$ cat src/rtl/fifo_pkg.sv
// Shared widths, depth and occupancy-state encoding for the 64-word FIFO controller.
package fifo_pkg;
   localparam int DATA_W = 8;
   localparam int ADDR_W = 6;
   localparam int DEPTH  = 64;
   localparam int CNT_W  = 7;

   typedef enum logic [1:0] {
      ST_EMPTY = 2'd0,
      ST_MID   = 2'd1,
      ST_FULL  = 2'd2
   } fifo_state_t;

   function automatic fifo_state_t state_of(input logic [CNT_W-1:0] cnt);
      if (cnt == '0)
         return ST_EMPTY;
      else if (cnt == CNT_W'(DEPTH))
         return ST_FULL;
      return ST_MID;
   endfunction
endpackage

$ cat src/rtl/fifo_ptr.sv
// Wrapping RAM address pointer; advances by one when inc is high, 63 rolls to 0.
module fifo_ptr
   import fifo_pkg::*;
(
   input  logic              clk,
   input  logic              reset_L,
   input  logic              inc,
   output logic [ADDR_W-1:0] ptr
);

   always_ff @(posedge clk or negedge reset_L) begin
      if (!reset_L)
         ptr <= '0;
      else if (inc)
         ptr <= ptr + ADDR_W'(1);
   end

endmodule

$ cat src/rtl/fifo_ctrl.sv
// FIFO controller driving an external dual-port RAM (port A write, port B read).
// Optional sticky overflow/underflow flag enabled with macro FIFO_CTRL_ERR_EN.
//
//   state    | meaning
//   ST_EMPTY | count == 0, pops rejected
//   ST_MID   | 1 <= count <= 63
//   ST_FULL  | count == 64, pushes rejected
module fifo_ctrl
   import fifo_pkg::*;
#(
   parameter int AF_THRESH = 56,
   parameter int AE_THRESH = 8
) (
   input  logic              clk,
   input  logic              reset_L,
   input  logic              push,
   input  logic [DATA_W-1:0] data_in,
   input  logic              pop,
   output logic [DATA_W-1:0] data_out,
   output logic              valid_out,
   output logic              full,
   output logic              empty,
   output logic              almost_full,
   output logic              almost_empty,
   output logic              err,
   output logic [ADDR_W-1:0] addr_a,
   output logic [DATA_W-1:0] data_a,
   output logic              we_a,
   output logic [ADDR_W-1:0] addr_b,
   output logic [DATA_W-1:0] data_b,
   output logic              we_b,
   input  logic [DATA_W-1:0] q_b
);

   localparam logic [CNT_W-1:0] AF_T = CNT_W'(AF_THRESH);
   localparam logic [CNT_W-1:0] AE_T = CNT_W'(AE_THRESH);

   fifo_state_t       state;
   logic [CNT_W-1:0]  count;
   logic [CNT_W-1:0]  count_nxt;
   logic              wr_en;
   logic              rd_en;
   logic [ADDR_W-1:0] wr_ptr;
   logic [ADDR_W-1:0] rd_ptr;

   assign full  = (state == ST_FULL);
   assign empty = (state == ST_EMPTY);

   assign wr_en = push && !full;
   assign rd_en = pop && !empty;

   // reset_L gating keeps the RAM from being written while the controller is held in reset
   assign we_a     = wr_en && reset_L;
   assign addr_a   = wr_ptr;
   assign data_a   = data_in;
   assign addr_b   = rd_ptr;
   assign data_b   = '0;
   assign we_b     = 1'b0;
   assign data_out = q_b;

   fifo_ptr u_wr_ptr (
      .clk     (clk),
      .reset_L (reset_L),
      .inc     (wr_en),
      .ptr     (wr_ptr)
   );

   fifo_ptr u_rd_ptr (
      .clk     (clk),
      .reset_L (reset_L),
      .inc     (rd_en),
      .ptr     (rd_ptr)
   );

   always_comb begin
      count_nxt = count;
      if (wr_en && !rd_en)
         count_nxt = count + CNT_W'(1);
      else if (rd_en && !wr_en)
         count_nxt = count - CNT_W'(1);
   end

   always_ff @(posedge clk or negedge reset_L) begin
      if (!reset_L) begin
         state        <= ST_EMPTY;
         count        <= '0;
         valid_out    <= 1'b0;
         almost_full  <= 1'b0;
         almost_empty <= 1'b1;
      end else begin
         state        <= state_of(count_nxt);
         count        <= count_nxt;
         valid_out    <= rd_en;
         almost_full  <= (count_nxt >= AF_T);
         almost_empty <= (count_nxt <= AE_T);
      end
   end

`ifdef FIFO_CTRL_ERR_EN
   always_ff @(posedge clk or negedge reset_L) begin
      if (!reset_L)
         err <= 1'b0;
      else if ((push && full) || (pop && empty))
         err <= 1'b1;
   end
`else
   assign err = 1'b0;
`endif

endmodule
$ cat config.mk
export PLATFORM = sky130hd
export DESIGN_NAME = fifo_ctrl
export DESIGN_NICKNAME = d
export VERILOG_FILES = /design/src/rtl/fifo_pkg.sv /design/src/rtl/fifo_ptr.sv /design/src/rtl/fifo_ctrl.sv
export SDC_FILE = /design/constraint.sdc
export NUM_CORES = 1
export LEC_CHECK = 0
export CAP_MARGIN = 20
export CORE_AREA = 2 2 47 82
export CTS_CLUSTER_DIAMETER = 120
export DETAILED_ROUTE_END_ITERATION = 8
export DIE_AREA = 0 0 49 84
export PLACE_DENSITY = 0.82
export SYNTH_ARGS = -nofsm -noshare
export SYNTH_HDL_FRONTEND = slang
export SYNTH_HIERARCHICAL = 1
export SYNTH_SLANG_ARGS = --single-unit
$ cat constraint.sdc
create_clock -name clk -period 6.3 [get_ports clk]
set_input_delay 0.945 -clock clk [delete_from_list [all_inputs] [get_ports clk]]
set_output_delay 0.945 -clock clk [all_outputs]
set_load 0.02 [all_outputs]
# Word-level counts from Yosys, hierarchy flattened
# Index checks and enable logic that the tools add are counted.
word_totals:
  ff_bits: 24
  in_bits: 20
  out_inout_bits: 44
  word_cells: 33
op_classes:
  addsub: 4
  n_lt_le_gt_ge: 2
  n_eq_ne: 2
  muxes: 7
  reduce_logical: 11
op_table:
  columns: ["operator", "count"]
  rows:
  - ["$mux 7", 2]
  - ["$add 6x1->6 const B", 2]
  - ["$add 7x1->7 const B", 1]
  - ["$eq 7x7->1 const B", 1]
  - ["$ge 7x6->1 const B", 1]
  - ["$le 7x4->1 const B", 1]
  - ["$logic_not 7->1", 1]
  - ["$sub 7x1->7 const B", 1]
  - ["$mux 2", 3]
  - ["$logic_and 1x1->1", 5]
  - ["$logic_not 1->1", 4]
  - ["$eq 2x2->1 const B", 1]
  - ["$logic_not 2->1", 1]
  - ["$mux 1", 2]

# Logic depth before layout (Yosys ltp)
logic_depth:
  depth_word: 11
  ltp_mapped: 8
  mapped_depth_nobuf: 8

# Hierarchy
# Netlist, hierarchy kept.
by_module_without_submodules:
  columns: ["module", "n_inst", "cells_each", "area_each_um2", "seq_area_each_um2"]
  rows:
  - ["fifo_ctrl", 1, 103, 1019.7, 301.5]
  - ["fifo_ptr", 2, 18, 250.2, 150.1]

# Worst setup path after synthesis
# Ideal clock, no wire load.
synth_path:
  path_kind: "input port to flip-flop"
  start: "in pop"
  end: "reg state[0]"
  setup_ns: 0.131
  arrival_ns: 2.484
  required_ns: 6.169
  setup_slack_ns: 3.684
  path_stages: 6
  n_path_buf: 1
  path_cell_list: "buf_6 -> or4b_4 -> a2111oi_4 -> a31oi_2 -> xnor2_4 -> or3_1"
synth_via:
  elab_chain_len: 8
  word_cells_on_any_way: 12
  cone_classes: "1 x eq/ne; 6 x mux; 5 x reduce/logical"
synth_rtl:
  columns: ["element", "line_no", "rtl"]
  rows:
  - ["start: declaration", "fifo_ctrl.sv:18", "input logic pop,"]
  - ["$logic_and 1x1->1 *", "fifo_ctrl.sv:50", "assign rd_en = pop && !empty;"]
  - ["$logic_and 1x1->1 or $logic_not 1->1 (tied branches)", "fifo_ctrl.sv:79, fifo_ctrl.sv:77", null]
  - ["$mux 7 or $logic_and 1x1->1 (tied branches)", "fifo_ctrl.sv:79, fifo_ctrl.sv:77", null]
  - ["$mux 7 *", "fifo_ctrl.sv:77", "if (wr_en && !rd_en)"]
  - ["net count_nxt[5]", "fifo_ctrl.sv:40", "logic [CNT_W-1:0] count_nxt;"]
  - ["$eq 7x7->1", "fifo_pkg.sv:17", "else if (cnt == CNT_W'(DEPTH))"]
  - ["$mux 1", "fifo_pkg.sv:17", null]
  - ["$mux 1", "fifo_pkg.sv:15", "if (cnt == '0)"]
  - ["$mux 2 *", "fifo_pkg.sv:19", "return ST_MID;"]
  - ["end signal: assignment", "fifo_ctrl.sv:91", "state <= state_of(count_nxt);"]
  - ["end: declaration", "fifo_ctrl.sv:38", "fifo_state_t state;"]
# Mark *: on every way through the listed nets, which the timed path passes. The rest lies on a longest branch.
# A chain may end at the register's enable or synchronous reset.

# Worst setup path in the final report
layout_path:
  start: "in push"
  end: "out we_a"
layout_via:
  elab_chain_len: 2
layout_rtl:
  columns: ["element", "line_no", "rtl"]
  rows:
  - ["start: declaration", "fifo_ctrl.sv:16", "input logic push,"]
  - ["$logic_and 1x1->1", "fifo_ctrl.sv:49", "assign wr_en = push && !full;"]
  - ["$logic_and 1x1->1", "fifo_ctrl.sv:53", "assign we_a = wr_en && reset_L;"]
  - ["end: declaration", "fifo_ctrl.sv:28", "output logic we_a,"]
# No other way between the ends.

==> reports/results.tsv <==
metric	value	unit
status	finished, final reports clean	
crit start category	input pin	
Starting DRT DRC Count	8	
Clock transition at path regs	0.08	ns
row count	29	
area fraction of the dominant cell type after synthesis	37.9	%
Total GRT Usage	14.1	%
Fmax	294	MHz
Antenna Violating Nets Remaining	0	
sequence of cells on the critical path	clkdlybuf4s50_1 > and3_1 > clkdlybuf4s50_1	
average size of a mapped cell	10.9	µm²
detailed-route via count	975	
number of CTS-inserted buffers	3	
CTS tree	yes	
CTS Root Buffer Type	clkbuf_8	
Critical-path top delay cell	clkdlybuf4s50_1	
share of cells above drive strength 1	15.2	%
Initial Utilization	43.2	%
number of enable flip-flop cells after synthesis	0	
Synth Register Bits	24	
Port Buf Inserts	21	
CP arrival	2.46	ns
H-tree levels	1	
VDD IR max	0.000202	V
Met2 Routed Length	1520	µm
top post-synthesis cells by area	dfrtp_1, buf_4, xnor2_1, ha_1, xor2_1	
vias per cell	5.10	
most used cell, CP	clkdlybuf4s50_1	
switching share of total power	41.5	%
post-synthesis sequential area ratio	39.6	%
cell taking the most area after synthesis	dfrtp_1	
power share of the clock group	11.4	%
Hold Fails Final Rpt	0	
combinational power share	48.4	%
CP Class	input pin to output port	
max-slew violation count	0	
core box area	3520	µm²
Non-Filler Instances	191	
Die ar.	4120	µm²
first-pass GRT wire length	4600	µm
CP max stage delay	0.70	ns
initial antenna violation count	0	
Reg2Reg Setup Slack	4.11	ns
first-pass detailed-route iteration total	3	
top sig layer	met4	
Reg power frac	40.2	%
Synth Flop Type	dfrtp_1	
DP Area	1600	µm²
WL/cell	14.0	µm
antenna cells	0	
final net count	170	
total placed cells including tap cells	186	
Mapped Area	1520	µm²
Placer Congestion	0.888	
DP Wirelength	2140	µm
vias in the first global route	1032	
die width	49	µm
Clock Skew	0.00771	ns
post-route DRC violation count	0	
post-cts sizing count	0	
Design Power	786	µW
Switching Power	326	µW
WL met3	140	µm
largest net degree at the start of global routing	26	
DRT Wirelength	2680	µm
worst skew pair latency	0.26	ns
Period minus WS final	3.40	ns
post-CTS setup buffer count	0	
Sink Count	24	
Final Instance Area	1680	µm²
Setup-failing EPs final	0	
Cell Int Power	460	µW
hold_buf cts	0	
die height	84	µm
wl on met1	901	µm
CP Max Fanout	11	
distinct cell type count after synthesis	49	
Clock Path Buffers	2	
GRT overflow	0	
RSZ-0062 raised after global routing	false	
Required @ worst endpoint	5.35	ns
Setup crit end kind	output port	
Synth Instances	139	
final setup TNS	0	ns
Ys Warns	6	
leak pwr	0.000707	µW
Area Growth Syn to Fin	10.2	%
ys async rst share	100	%
maxcap violations	0	
Pwr Density	469	nW/µm²
period utilisation layout	54.0	%
number of top-level pins	64	
Min-Delay Path Class	register to register	
## per-stage QoR
| stage | util [%] | hold WS, ns | setup slack, ns |
|---|---|---|---|
| after floorplan | - | 0.510 | 3.68 |
| after global placement | 45.5 | 0.464 | 2.36 |
| after detailed placement | 45.5 | 0.469 | 2.29 |
| after CTS | 46.8 | 0.480 | 2.30 |
| after global routing | 47.6 | 0.492 | 2.85 |
| final | 47.6 | 0.480 | 2.90 |
## routing by layer
layer  vias up  track usage [%]
met5         -                0
met2        31             25.9
met4         0             9.09
met1       470             13.7
met3        15             3.23
li1        459                -
## worst max-delay path, delay by kind of cell
family | cells | cell delay, ns
and+or+nand+nor | 1 | 0.21
buffers and inverters | 2 | 1.30
## registers in the layout (all words and copies together), names as in the netlist
name	cells
almost_empty	1
state	2
u_wr_ptr/ptr	6
almost_full	1
count	7
valid_out	1
u_rd_ptr/ptr	6
## synthesized netlist by cell type, types with 3 or more instances
cell type / count
nand2_1: 8
nor2_1: 3
xor2_1: 4
ha_1: 4
nand4_1: 4
xnor2_1: 8
dfrtp_1: 23
inv_1: 5
o22ai_1: 3
nor2_2: 3
buf_4: 27
## placed cells by master, fill, tap and decap left out, drive strengths merged, types with 3 or more instances in the layout
cell type | netlist | routed
conb | 1 | 10
nand2 | 8 | 8
nor2 | 6 | 6
dfrtp | 23 | 23
inv | 6 | 6
nand4 | 6 | 6
ha | 4 | 4
o22ai | 3 | 3
clkbuf | 0 | 4
a21boi | 3 | 3
xor2 | 4 | 4
xnor2 | 9 | 9
clkdlybuf4s50 | 0 | 21
## final timing paths
kind                                  from              end  cells past startpoint
max                                   push             we_a                      3
max reg2reg                       count[2]         state[0]                      5
min reg2reg                u_wr_ptr/ptr[5]  u_wr_ptr/ptr[5]                      1
max in group asynchronous          reset_L     almost_empty                      2
min in group asynchronous          reset_L  u_wr_ptr/ptr[0]                      1
min                        u_wr_ptr/ptr[5]  u_wr_ptr/ptr[5]                      1
## power groups by stage
stage	Combinational, µW	Clock (µW)	Sequential [µW]
after global routing	414	97.0	332
after detailed placement	381	0	318
final	381	89.7	316
after CTS	382	91.3	316
after floorplan	211	0	357
after global placement	366	0	314
## logic make-up (layout without fill, tap and decap cells)
| kind of cell | after synthesis | count (layout) | synth area share (%) |
|---|---|---|---|
| buffers and inverters | 35 | 32 | 15.9 |
| xor gates and xnor gates | 13 | 13 | 8.72 |
| AOI/OAI and AO/OA | 20 | 20 | 12.3 |
| and+or+nand+nor | 38 | 38 | 17.1 |
| DFF | 24 | 24 | 39.6 |
| muxes | 4 | 4 | 2.80 |
| other | 1 | 10 | 0.247 |
| adders and majority gates | 4 | 4 | 3.29 |
## final cells by class
class | instances | area, µm²
multi-input cells | 89 | 711
clock buffers | 4 | 45.0
flip-flops and latches | 24 | 602
well taps | 46 | 57.6
inverters | 6 | 22.5
repair buffers | 22 | 238
fillers | 357 | 1840
(Power assumes the default switching activity.)
